--- src/rtl/piso_shift_param.sv ---
// piso_shift_param: DATA_WIDTH-bit parallel-in serial-out shifter.
// Optional trailing even-parity bit: define PISO_PARITY_EN.
module piso_shift_param #(
  parameter int DATA_WIDTH = 8,
  parameter int LSB_FIRST  = 1,
  parameter int IDLE_LEVEL = 1
) (
  input  logic                              Clk_In,
  input  logic                              Reset_In,
  input  logic                              Load_Valid_In,
  output logic                              Load_Ready_Out,
  input  logic [DATA_WIDTH-1:0]             Parallel_Data_In,
  input  logic                              Shift_Enable_In,
  output logic                              Serial_Data_Out,
  output logic                              Serial_Valid_Out,
  output logic                              Busy_Out,
  output logic                              Frame_Done_Out,
  output logic [$clog2(DATA_WIDTH+2)-1:0]   Bit_Count_Out
);

  localparam int   CW   = $clog2(DATA_WIDTH + 2);
  localparam logic FILL = (IDLE_LEVEL != 0);
  localparam logic LSBF = (LSB_FIRST != 0);

`ifdef PISO_PARITY_EN
  localparam int FRAME_BITS = DATA_WIDTH + 1;
  localparam int LAST_DATA  = 2;
`else
  localparam int FRAME_BITS = DATA_WIDTH;
  localparam int LAST_DATA  = 1;
`endif

  localparam logic [CW-1:0] CNT_LOAD = CW'(FRAME_BITS);
  localparam logic [CW-1:0] CNT_LAST = CW'(LAST_DATA);
  localparam logic [DATA_WIDTH-1:0] SREG_IDLE = {DATA_WIDTH{FILL}};

  typedef enum logic [1:0] {
    S_IDLE   = 2'd0,
    S_SHIFT  = 2'd1,
    S_PARITY = 2'd2
  } state_t;

  state_t                state_q, state_d;
  logic [DATA_WIDTH-1:0] sreg_q, sreg_d;
  logic                  sout_q, sout_d;
  logic [CW-1:0]         cnt_q, cnt_d;
  logic                  done_q, done_d;
`ifdef PISO_PARITY_EN
  logic                  par_q, par_d;
`endif

  logic [DATA_WIDTH-1:0] sh_lsb;
  logic [DATA_WIDTH-1:0] sh_msb;
  logic                  nxt_lsb;
  logic                  nxt_msb;
  logic                  first_bit;

  // Both shift directions; the parameter picks one.
  assign sh_lsb    = {FILL, sreg_q[DATA_WIDTH-1:1]};
  assign sh_msb    = {sreg_q[DATA_WIDTH-2:0], FILL};
  assign nxt_lsb   = sreg_q[1];
  assign nxt_msb   = sreg_q[DATA_WIDTH-2];
  assign first_bit = LSBF ? Parallel_Data_In[0]
                          : Parallel_Data_In[DATA_WIDTH-1];

  // State and datapath registers.
  always_ff @(posedge Clk_In or posedge Reset_In) begin
    if (Reset_In) begin
      state_q <= S_IDLE;
      sreg_q  <= SREG_IDLE;
      sout_q  <= FILL;
      cnt_q   <= '0;
      done_q  <= 1'b0;
`ifdef PISO_PARITY_EN
      par_q   <= 1'b0;
`endif
    end else begin
      state_q <= state_d;
      sreg_q  <= sreg_d;
      sout_q  <= sout_d;
      cnt_q   <= cnt_d;
      done_q  <= done_d;
`ifdef PISO_PARITY_EN
      par_q   <= par_d;
`endif
    end
  end

  // Next-state and next-datapath logic.
  always_comb begin
    state_d = state_q;
    sreg_d  = sreg_q;
    sout_d  = sout_q;
    cnt_d   = cnt_q;
    done_d  = 1'b0;
`ifdef PISO_PARITY_EN
    par_d   = par_q;
`endif
    unique case (state_q)
      S_IDLE: begin
        if (Load_Valid_In) begin
          state_d = S_SHIFT;
          sreg_d  = Parallel_Data_In;
          sout_d  = first_bit;
          cnt_d   = CNT_LOAD;
`ifdef PISO_PARITY_EN
          par_d   = ^Parallel_Data_In;
`endif
        end
      end
      S_SHIFT: begin
        if (Shift_Enable_In) begin
          unique case (1'b1)
            (cnt_q == CNT_LAST): begin
              sreg_d = SREG_IDLE;
`ifdef PISO_PARITY_EN
              state_d = S_PARITY;
              sout_d  = par_q;
              cnt_d   = CW'(1);
`else
              state_d = S_IDLE;
              sout_d  = FILL;
              cnt_d   = '0;
              done_d  = 1'b1;
`endif
            end
            (cnt_q != CNT_LAST): begin
              sreg_d = LSBF ? sh_lsb : sh_msb;
              sout_d = LSBF ? nxt_lsb : nxt_msb;
              cnt_d  = cnt_q - CW'(1);
            end
          endcase
        end
      end
`ifdef PISO_PARITY_EN
      S_PARITY: begin
        if (Shift_Enable_In) begin
          state_d = S_IDLE;
          sout_d  = FILL;
          cnt_d   = '0;
          done_d  = 1'b1;
        end
      end
`endif
      default: begin
        state_d = S_IDLE;
        sreg_d  = SREG_IDLE;
        sout_d  = FILL;
        cnt_d   = '0;
      end
    endcase
  end

  // Status outputs decoded from registered state only.
  always_comb begin
    Load_Ready_Out   = (state_q == S_IDLE);
    Busy_Out         = (state_q != S_IDLE);
    Serial_Valid_Out = (state_q != S_IDLE);
    Serial_Data_Out  = sout_q;
    Frame_Done_Out   = done_q;
    Bit_Count_Out    = cnt_q;
  end

endmodule

--- config.mk ---
export PLATFORM = sky130hd
export DESIGN_NAME = piso_shift_param
export DESIGN_NICKNAME = d
export VERILOG_FILES = /design/src/rtl/piso_shift_param.sv
export SDC_FILE = /design/constraint.sdc
export NUM_CORES = 1
export LEC_CHECK = 0
export ABC_CLOCK_PERIOD_IN_PS = 3900
export BUFFER_PORTS_ARGS = -buffer_cell sky130_fd_sc_hd__buf_2
export CORE_MARGIN = 10
export CORE_UTILIZATION = 50
export DETAILED_ROUTE_END_ITERATION = 6
export PLACE_DENSITY = 0.79
export REMOVE_ABC_BUFFERS = 1
export SLEW_MARGIN = 20
export SYNTH_ARGS = -nofsm -noshare
export SYNTH_HDL_FRONTEND = slang
export SYNTH_SLANG_ARGS = --single-unit
--- constraint.sdc ---
create_clock -name Clk_In -period 3.9 [get_ports Clk_In]
set_input_delay 0 -clock Clk_In [delete_from_list [all_inputs] [get_ports Clk_In]]
set_output_delay 0 -clock Clk_In [all_outputs]
set_load 0.005 [all_outputs]
* After elaboration in Yosys (flattened, before gate mapping) *
Cells that the tools add are included.

storage, ports and cells
  memory bits (writable) = 0
  bits of input ports = 12
  bits in registers = 16
  bits in latches = 0
  logic and storage cells = 35
  memories kept = 0
  output and inout port bits = 9
  memory bits (read-only) = 0

operators by class
  shift-type cells = 0
  bitwise operators = 0
  add/sub/neg operators = 1
  equality and inequality tests = 6
  divide/modulo/power cells = 0
  multiplexer cells = 19
  $mul = 0
  $lt $le $gt $ge = 0
  reduce and logical (&&, ||, !) cells = 4

operator list
  kind                                              number
  one-hot mux 8 bit (2 select lines)                2
  2-to-1 mux 8 bit                                  2
  one-hot mux 4 bit (2 select lines)                2
  2-to-1 mux 4 bit                                  2
  2-to-1 mux 2 bit                                  3
  != test 2 bit, second input constant              3
  2-to-1 mux 1 bit                                  5
  == test 4 x 1 -> 1 bit, second input constant     1
  != test 4 x 1 -> 1 bit, second input constant     1
  one-hot mux 1 bit (2 select lines)                2
  one-hot mux 2 bit (2 select lines)                1
  subtractor 4 x 1 -> 4 bit, second input constant  1
  AND reduction 3 bit                               1
  == test 2 x 1 -> 1 bit, second input constant     1
  logical NOT 2 bit                                 1
  AND reduction 2 bit                               1
  nonzero test 2 bit                                1

* Logic depth before layout (Yosys ltp) *
  depth in word-level cells = 4
  gate-level depth with buffers = 5
  gate-level depth less buffers = 5

* Least setup slack after synthesis *
No wires, ideal clock.

  path kind = register -> register
  from = register cnt_q[1], in the netlist Bit_Count_Out[1]
  to = register sreg_q[1]
  slack = 2.444 ns
  cell stages (with the launch flop) = 6
  data required time = 3.840 ns
  period minus slack after synthesis = 1.456 ns
  buffers on the path = 0
  library setup time = 0.060 ns
  data arrival time = 1.396 ns
  cell sequence = dfrtp_1 inv_1 ha_1 or3b_2 nand2_2 o221a_2

between the ends
  longest elaborated chain between the ends = 4
  elaborated cells between the ends (all ways) = 5
  those cells by class = eq/ne: 2; mux: 3

RTL lines
  what                                                              RTL line  text
  start: declaration                                                46        logic [CW-1:0] cnt_q, cnt_d;
  start signal: assignment                                          81        cnt_q <= cnt_d;
  != test 4 x 1 -> 1 bit or == test 4 x 1 -> 1 bit (tied branches)  127, 114
  one-hot mux 8 bit (2 select lines) (*)                            113       unique case (1'b1)
  2-to-1 mux 8 bit (*)                                              112       if (Shift_Enable_In) begin
  one-hot mux 8 bit (2 select lines) (*)                            99        unique case (state_q)
  end signal: assignment                                            79        sreg_q <= sreg_d;
  end: declaration                                                  44        logic [DATA_WIDTH-1:0] sreg_q, sreg_d;

Every way passes the cells marked *; elsewhere a longest branch is shown, timed or not. The select of a mux whose other input is x is not followed.
A chain may end at the register's enable or synchronous reset.

* Worst setup path in the final report *
  from = register cnt_q[1], in the netlist Bit_Count_Out[1]
  to = register sreg_q[4]

The elaborated chain is that of the path after synthesis.

==> metrics.md <==
| Metric | Value |
|---|---|
| Hold-fix buffers, CTS | 3 |
| Power density cells | 704.3 nW/um^2 |
| P_int | 0.0003879 W |
| Clock Tree Root | clkbuf_4 |
| Period minus WS final | 1.559 ns |
| N_diodes | 0 |
| Comb pwr share | 36.2% |
| Initial core utilization | 52.07% |
| Vias in the first global route | 550 |
| Leakage | 0.3848 nW |
| CP Data Required Time | around 4.1 ns |
| Yosys reg bits | 14 |
| RSZ-0062 raised after global routing | false |
| Die Y | between 50 and 60 um |
| Sequential Power Share | 49.2% |
| Crit Path Category | flop to flop |
| Min-delay src | Parallel_Data_In[5] |
| Reg2Reg Depth | 5 |
| CTS Sinks | 14 |
| Setup TNS | 0 ns |
| Slew margin rel. | between 60% and 70% |
| Synth Warn # | 0 |
| Final Core Density | 64.89% |
| Dpl cell area | 767.0 um^2 |
| Worst ir drop on vdd | between 0.3 and 0.4 mV |
| Grt met3 use | 3.371% |
| RR Endpoint | sreg_q[4] |
| Synthesized area | about 660 um^2 |
| GP Congestion | roughly 0.75 |
| Worst Path Max Fanout | 7 |
| CTS buffer count | 3 |
| Fin crit share | 39.97% |
| Nets | 98 |
| Post-cts sizing count | 0 |
| Initial antenna violation count | 0 |
| H-tree depth | 1 |
| Yosys cell types | 21 |
| Final Setup Violations | 0 |
| Area Growth Syn to Fin | 24.62% |
| First-pass GRT wire length | 2.339 mm |
| WL/cell | between 10 and 15 um |
| Hold EP | sreg_q[5] |
| Pwr Total | approximately 0.00058 W |
| Share of cells above drive strength 1 | ~48% |
| Horiz. Die Dim | between 50 and 60 um |
| Max frequency | between 600 and 700 MHz |
| Post-Synthesis Cells | 58 |
| Via density | 5.449 |
| Final Cell Area | 823.3 um^2 |
| GRT met1 Usage | around a tenth |
| Clock Pin Slew Worst Setup and Hold Paths | 0.09 ns |
| Clock Latency Late Sink | between 0.2 and 0.3 ns |
| Hold Crit Class | primary input to flop |
| Final Hold Viols | 0 |
| Element type at the critical path end | flop |
| Post-CTS Setup Repair Bufs | 0 |
| I/O pin cnt | 21 |
| Switching power | 0.0001919 W |
| Vias | 534 |
| Register area share after synthesis | 54.55% |
| Grt met2 use | 14.26% |
| Deepest clock path buffer count | 2 |
| Std cell rows | 13 |
| Max-Cap Viols | 0 |
| Worst Max-Slew Pin Slew | between 0.5 and 0.6 ns |
| Slew Limit Fails | 0 |
| Post-DP HPWL | 1.096 mm |
| DRT iter0 DRCs | 30 |
| IO Port Bufs | 20 |
| Crit path arrival time | 1.78 ns |
| Worst Skew | 0.009151 ns |
| Drt drc | 0 |
| Final Routed Wirelength | 1.427 mm |
| Die area | ~3200 um^2 |
| Reg2reg setup slack | 2.34 ns |
| Clk pwr share | 14.6% |
| Overall global routing resource usage | 8.820% |
| Drt pass-1 iters | 4 |
| Busiest grt layer | met2 |
| Avg Inst Size Synth | about 11 um^2 |
| Critical Path Source Type | flop |
| Switching Fraction | about a third |
| Antenna-violating nets left | 0 |
| Reg2reg start | Bit_Count_Out[1] |
| Core Area | approximately 1300 um^2 |
| Hold Path Depth | 3 |
| Largest net degree at the start of global routing | 15 |
| Status | completed |
| CTS tree | yes |
| Global route overflow | 0 |
-- routing by layer --
layer	share of wire (%)	vias to the layer above
met1	47	250
met5	0	-
met3	6.0	4
met2	46	16
met4	1.2	0
li1	-	264
-- worst max-delay path, stage by stage, from the launching register on --
cell and delay (ns):
dfrtp_1 0.40, inv_1 0.10, ha_1 0.15, or3b_2 0.49
nand2_2 0.16, o221a_2 0.20
-- synthesized netlist by cell type, drive strengths merged --
| cell | n | area (um^2) |
|---|---|---|
| buf | 2 | 12.51 |
| ha | 2 | 25.02 |
| dfstp | 8 | 210.2 |
| or3b | 1 | 8.760 |
| o21ai | 4 | 20.02 |
| nand3 | 2 | 10.01 |
| nand2b | 1 | 6.260 |
| inv | 4 | 15.01 |
| o22a | 1 | 8.760 |
| or3 | 8 | 50.05 |
| nor2b | 1 | 6.260 |
| nand2 | 4 | 17.52 |
| mux2i | 1 | 10.01 |
| or4 | 1 | 7.510 |
| o22ai | 1 | 6.260 |
| and2 | 1 | 6.260 |
| nor2 | 3 | 11.26 |
| o221a | 7 | 78.83 |
| dfrtp | 6 | 150.1 |
-- power groups by stage --
stage	Sequential, W	Combinational, W	Clock [W]
2_1_floorplan	0.000280	0.000137	0
3_3_place_gp	0.000285	0.000206	0
3_5_place_dp	0.000287	0.000211	0
4_1_cts	0.000285	0.000216	0.0000851
5_1_grt	0.000296	0.000240	0.0000923
6_report	0.000285	0.000210	0.0000844
-- logic make-up after synthesis --
kind of cell	synth area share (%)
compound gates	17.24
fa+ha+maj	3.787
buf+inv	4.166
flops	54.54
mux	1.515
simple gates	18.75
-- area by class of cell --
class | count | area (um^2)
timing repair buffer | 23 | 130.1
clock buffer | 4 | 26.28
multi-input combinational | 38 | 272.8
inverter | 4 | 15.01
tap | 15 | 18.77
sequential | 14 | 360.3
fill | 106 | 445.4
-- worst max path at each step --
stage / cells after the start / end / startpoint
6_report: 5 / sreg_q[4] / Bit_Count_Out[1]
5_1_grt: 5 / sreg_q[6] / Bit_Count_Out[1]
2_1_floorplan: 5 / sreg_q[1] / Bit_Count_Out[1]
3_3_place_gp: 5 / sreg_q[2] / Bit_Count_Out[1]
3_5_place_dp: 5 / Serial_Data_Out / Bit_Count_Out[1]
4_1_cts: 5 / sreg_q[4] / Bit_Count_Out[1]
-- per-stage QoR --
step | instances | hold slack, ns | worst slack, ns
2_1_floorplan | 56 | -0.1165 | 2.444
3_3_place_gp | 91 | 0.04275 | 2.423
3_5_place_dp | 91 | 0.05672 | 2.370
4_1_cts | 98 | 0.07343 | 2.332
5_1_grt | 98 | 0.06677 | 2.249
6_report | 98 | 0.07339 | 2.341
-- cells in the final DEF, fill, tap and decap left out --
cell / n
clkbuf_4: 3
or3_1: 8
buf_2: 20
nand2_1: 3
ha_1: 2
dfstp_2: 8
nand3_1: 2
o22a_1: 1
mux2i_1: 1
clkbuf_1: 1
inv_1: 4
nand2_2: 1
nand2b_1: 1
nor2b_1: 1
nor2_1: 3
o221a_2: 7
o22ai_1: 1
o21ai_0: 4
dfrtp_1: 6
or3b_2: 1
and2_1: 1
or4_1: 1
dlygate4sd3_1: 3
-- registers in the layout, summed over array words and instances, names as in the netlist --
signal           cells
sreg_q               7
Bit_Count_Out        4
Frame_Done_Out       1
Serial_Data_Out      1
state_q              1
(Power assumes the default switching activity.)
